--- config.mk ---
export PLATFORM = sky130hd
export DESIGN_NAME = loop_addr_gen
export DESIGN_NICKNAME = d
export VERILOG_FILES = /design/src/rtl/loop_addr_gen.sv
export SDC_FILE = /design/constraint.sdc
export NUM_CORES = 2
export LEC_CHECK = 0
export CORE_MARGIN = 5
export CORE_UTILIZATION = 30
export DETAILED_ROUTE_END_ITERATION = 8
export REMOVE_ABC_BUFFERS = 1
export SLEW_MARGIN = 20
export SYNTH_ARGS = -nofsm -noshare
export SYNTH_HDL_FRONTEND = slang
export SYNTH_SLANG_ARGS = --single-unit
--- constraint.sdc ---
create_clock -name clk -period 5.2 [get_ports clk]
set_input_delay 0.78 -clock clk [delete_from_list [all_inputs] [get_ports clk]]
set_output_delay 0.78 -clock clk [all_outputs]
set_load 0.01 [all_outputs]
--- src/rtl/loop_addr_gen.sv ---
// Address generator slaved to a nested-loop controller: per-loop strides and offset stack.
// Optional bounds checking is enabled by defining LOOP_ADDR_GEN_OOB_CHECK_EN.
module loop_addr_gen #(
  parameter int LOOP_ID_W = 5,
  parameter int ADDR_W    = 32,
  parameter int STRIDE_W  = 16
) (
  input  logic                 clk,
  input  logic                 reset_n,
  input  logic [ADDR_W-1:0]    base_addr,
  input  logic                 cfg_stride_v,
  input  logic [LOOP_ID_W-1:0] cfg_stride_loop_id,
  input  logic [STRIDE_W-1:0]  cfg_stride,
  input  logic                 stall,
  input  logic [LOOP_ID_W-1:0] loop_index,
  input  logic                 loop_index_valid,
  input  logic                 loop_init,
  input  logic                 loop_enter,
  input  logic                 loop_exit,
  input  logic                 loop_last_iter,
  input  logic                 loop_done,
  input  logic [ADDR_W-1:0]    addr_limit,
  output logic [ADDR_W-1:0]    addr_out,
  output logic                 addr_out_v,
  output logic                 addr_done,
  output logic                 addr_oob
);

  localparam int DEPTH = 1 << LOOP_ID_W;

  typedef enum logic {
    S_IDLE,
    S_RUN
  } state_t;

  state_t state, state_nxt;

  logic [DEPTH-1:0][STRIDE_W-1:0] stride_tbl;
  logic [DEPTH-1:0][ADDR_W-1:0]   stack;
  logic [ADDR_W-1:0]              cur_addr;
  logic [ADDR_W-1:0]              cur_nxt;
  logic [ADDR_W-1:0]              stride_ext;
  logic [ADDR_W-1:0]              exit_addr;
  logic [ADDR_W-1:0]              stack_wdata;
  logic                           stack_we;
  logic                           step;

  assign stride_ext = {{(ADDR_W-STRIDE_W){stride_tbl[loop_index][STRIDE_W-1]}},
                       stride_tbl[loop_index]};
  assign exit_addr  = stack[loop_index] + stride_ext;

  // A restart swallows any coincident step; nothing is emitted until a stream is initialised.
  assign step = (state == S_RUN) && loop_index_valid && !stall && !loop_init;

  always_comb begin
    // NOTE: every signal gets a default first so no path through this block infers a latch.
    state_nxt = state;
    case (state)
      S_IDLE:  if (loop_init) state_nxt = S_RUN;
      S_RUN:   if (!loop_init && loop_done) state_nxt = S_IDLE;
      default: state_nxt = S_IDLE;
    endcase
  end

  always_comb begin
    cur_nxt     = cur_addr;
    stack_we    = 1'b0;
    stack_wdata = cur_addr;
    if (loop_init) begin
      cur_nxt     = base_addr;
      stack_we    = 1'b1;
      stack_wdata = base_addr;
    end else begin
      if (loop_enter) begin
        stack_we    = 1'b1;
        stack_wdata = cur_addr;
      end
      if (loop_exit && !loop_last_iter) begin
        stack_we    = 1'b1;
        stack_wdata = exit_addr;
        cur_nxt     = exit_addr;
      end else if (step && !loop_last_iter) begin
        cur_nxt = cur_addr + stride_ext;
      end
    end
  end

  // NOTE: the tables are reset because a stride left unwritten must read as zero, not X;
  // packed storage keeps that reset a single whole-vector clear.
  always_ff @(posedge clk or negedge reset_n) begin
    if (!reset_n) begin
      stride_tbl <= '0;
    end else if (cfg_stride_v) begin
      stride_tbl[cfg_stride_loop_id] <= cfg_stride;
    end
  end

  always_ff @(posedge clk or negedge reset_n) begin
    if (!reset_n) begin
      stack <= '0;
    end else if (stack_we) begin
      stack[loop_index] <= stack_wdata;
    end
  end

  // NOTE: state uses non-blocking assignments so every register samples pre-edge values.
  always_ff @(posedge clk or negedge reset_n) begin
    if (!reset_n) begin
      state      <= S_IDLE;
      cur_addr   <= '0;
      addr_out   <= '0;
      addr_out_v <= 1'b0;
      addr_done  <= 1'b0;
    end else begin
      state      <= state_nxt;
      cur_addr   <= cur_nxt;
      addr_out_v <= step;
      addr_done  <= loop_done && (state == S_RUN);
      if (step) addr_out <= cur_addr;
    end
  end

`ifdef LOOP_ADDR_GEN_OOB_CHECK_EN
  always_ff @(posedge clk or negedge reset_n) begin
    if (!reset_n) begin
      addr_oob <= 1'b0;
    end else if (loop_init) begin
      addr_oob <= 1'b0;
    end else if (step && (cur_addr >= addr_limit)) begin
      addr_oob <= 1'b1;
    end
  end
`else
  logic unused_addr_limit;
  assign unused_addr_limit = ^addr_limit;
  assign addr_oob          = 1'b0;
`endif

endmodule

==> results.yml <==
run_status:
  outcome: "finished clean"
setup_path:
  worstSetupStartpointType: "input port"
  cpPeakStageDelay_ns: 0.84
  rrSetupSlack_ns: 0.14
  worstSetupPathType: "in -> reg"
  cp.buffers_inverters: 10
  cp_slowest_cell: "a222oi_1"
  critical-path-top-delay-family: "buffers and inverters"
  cp_common_cell: "buf_4"
  crit_path_max_fanout: 17
  reg2reg_depth: 21
  cp.required_ns: 5.88
  rr_startpoint: "stride_tbl[63]$_DFFE_PN0P_"
  endpoint_kind: "flip-flop"
  worstReg2RegEnd: "stack[413]$_DFFE_PN0P_"
  path_cells: "dlymetal6s2s_1 -> buf_12 -> buf_4 -> and3b_4 -> buf_4 -> buf_12 -> a22oi_1 -> nand4_1 -> buf_4 -> ha_1 -> buf_4 -> a21oi_1 -> buf_4 -> o21ai_0 -> nand3_1 -> nand3_2 -> a21oi_4 -> o21ai_2 -> xor2_1 -> a222oi_1 -> buf_4 -> buf_12 -> a21oi_1"
  cp.arrival_ns: 5.88
clocking:
  insertion_delay_ns: 0.82
  ctsLongestPathBuffers: 3
  cts_buffers: 160
  clk_pin_slew_worst_paths_ns: 0.06
  htree_levels: 4
  numClockSinks: 1603
  cts_root_buf: "clkbuf_16"
  cts_tree: "yes"
floorplanning:
  num_rows: 180
  start_util_pct: 30.1
  dieArea_mm2: 0.252
  die_x_um: 502
  core_area_mm2: 0.241
  io_pins: 135
  die_h_um: 502
timing:
  worst_pin_slew_ns: 1.13
  finalSetupViolations: 0
  period_minus_slack_ns: 5.20
  layout_setup_ws_ns: 0.00460
  hold_violations: 0
  fin_setup_tns_ns: 0
  whs_ns: 0.472
  finalCritPeriodShare_pct: 99.9
  max_freq_ghz: 0.192
  rsz0062_at_grt: "false"
  finalClockSkew_ns: 0.0386
  slew_violations: 0
  slew_headroom_pct: 24.8
routing:
  drcViolationCount: 0
  vias_per_cell: 5.31
  drt_wl_total_um: 235000
  drtPass1Iterations: 6
  ant_nets: 0
  wl_per_cell_um: 24.1
  drtIter0Drc: 4717
  dr_total_vias: 51788
min_path:
  hp-start: "stack[225]$_DFFE_PN0P_"
  hold_depth: 2
  hp-class: "reg -> reg"
  min_to: "stack[225]$_DFFE_PN0P_"
synthesis:
  synth_cell_types: 72
  ys_ff_latch: 1603
  synth_flop_cell: "dfrtp_1"
  synth_xor_area_share_pct: 0.603
  syn_inst: 6168
  synth_top_family_by_area: "multiplexers"
  avgSynthCellArea_um2: 11.8
  synth_top_cell_area_share_pct: 55.3
  synth_fa_ha_area_share_pct: 1.12
  synth_seq_area_share_pct: 55.3
  ys_warn_count: 0
  ys_top_cells_by_area: "dfrtp_1 (55%), mux4_2 (12%), mux2_2 (8.5%)"
  yosysTopAreaCell: "dfrtp_1"
  netlist_area_mm2: 0.0726
  synth_compound_area_share_pct: 11.9
  yosysMostFrequentCell: "dfrtp_1"
  synthSimpleGateAreaFrac_pct: 7.83
  muxShareOfSynthArea_pct: 20.3
  synth-edff-count: 0
  synthTopCellsByCount: "dfrtp_1 (1603), nand2_1 (1101), o21ai_0 (1054)"
  async_flop_share_pct: 100
final_layout:
  area_delta_synth_final_pct: 20.5
  final_nets: 6592
  drive_above_1_share_pct: 28.6
  final_util_pct: 36.3
  nFillCells: 23045
power_and_ir_drop:
  pwr-share-clk_pct: 33.1
  power_density_mw_per_mm2: 428
  switching_share_pct: 28.9
  internal_power_mw: 26.6
  p_comb_share_pct: 21.9
  power_switching_mw: 10.8
  p_seq_share_pct: 45.1
  vdd.ir_drop.worst_mv: 0.383
  leakagePower_nw: 38.7
flow_run:
  cap_violations: 0
global_route:
  antenna_found_initial: 14
  grt_pass1_wl_um: 350000
  grt_use_met3_pct: 2.46
  met1_usage_pct: 23.4
  grt.busiest_layer: "met2"
  grt.total_usage_pct: 18.3
  grt_max_degree: 176
  grt_overflow: 0
  grt_pass1_vias: 52444
  grtUsageMet2_pct: 30.5
placement:
  gp_congestion: 0.907
  post-place-ws_ns: -1.47
  io_buffers: 101
  hpwl_um: 148000
## layout make-up
type / count / area [um2] / area share [%]
Clock buffer: 228 / 4670 / 5.34
Tap cell: 3185 / 3990 / 4.56
Clock inverter: 62 / 953 / 1.09
Antenna cell: 4 / 10.0 / 0.0114
Sequential cell: 1603 / 40100 / 45.9
Inverter: 17 / 67.6 / 0.0773
Multi-Input combinational cell: 3995 / 30900 / 35.4
Timing Repair Buffer: 651 / 6670 / 7.63
## worst max path at each step
stage,from,to,cells after the start
after floorplan,loop_index[3],stack[29]$_DFFE_PN0P_,13
after global placement,loop_index[3],stack[29]$_DFFE_PN0P_,24
after detailed placement,loop_index[2],stack[29]$_DFFE_PN0P_,23
after CTS,loop_index[2],stack[29]$_DFFE_PN0P_,22
after global routing,loop_index[0],stack[29]$_DFFE_PN0P_,20
final,loop_index[2],stack[413]$_DFFE_PN0P_,23
## what timing repair did
item,CTS,global route
buffers inserted,9,30
setup endpoints to repair,82,194
cloned,0,5
endpoints found under the hold margin,19,0
pin swaps,6,22
hold buffers,1,0
gates resized for setup,18,48
## placed cells by master (no fill, tap or decap), types with 107 or more instances in the layout
master,netlist,routed
clkbuf_16,0,163
buf_4,1,424
a22oi_1,186,182
mux2_2,546,546
nor2_1,146,126
o21ai_0,1054,1047
dfrtp_1,1603,1603
mux4_2,372,372
nand2_1,1101,1060
buf_12,0,107
a21oi_1,136,125
## logic make-up after synthesis
kind of cell             Yosys count
other                              1
AO/OA/AOI/OAI                   1535
adder cells (fa/ha/maj)           64
XOR/XNOR                          50
multiplexers                     940
AND/OR/NAND/NOR                 1403
buffers and inverters            572
flip-flops                      1603
## power by group through the flow
stage	logic, mW	registers [mW]	clock network [mW]
3_3_place_gp	7.81	16.8	0
4_1_cts	8.07	16.8	12.5
6_report	8.18	16.9	12.4
5_1_grt	8.98	17.2	13.0
3_5_place_dp	8.01	17.0	0
2_1_floorplan	4.77	16.5	0
## per-layer routing
layer  vias up  routed length (um)
met5         -                  55
met4         8               13900
met3       547               13000
met2      1823              113000
met1     26805               94800
li1      22605                   -
## state kept, by name (all words and copies together) (netlist names)
register,cells
stack,1024
addr_done,1
cur_addr,32
addr_out_v,1
state,1
stride_tbl,512
addr_out,32
## stage by stage
step	cells	instance area (um2)	power (mW)
2_1_floorplan	5613	70500	21.3
3_3_place_gp	9406	81000	24.7
3_5_place_dp	9406	81000	25.0
4_1_cts	9706	86800	37.4
5_1_grt	9744	87400	39.2
6_report	9745	87400	37.4
## worst register-to-register path: cells and delay by family (launching register included)
kind                       cells  cell delay [ns]
and+or+nand+nor                4             0.76
buffers and inverters          6             1.25
xor gates and xnor gates       1             0.17
adders and majority gates      1             0.25
muxes                          1             0.19
AOI/OAI and AO/OA              8             1.92
DFF                            1             0.39
Power figures use the tool's default switching activity.
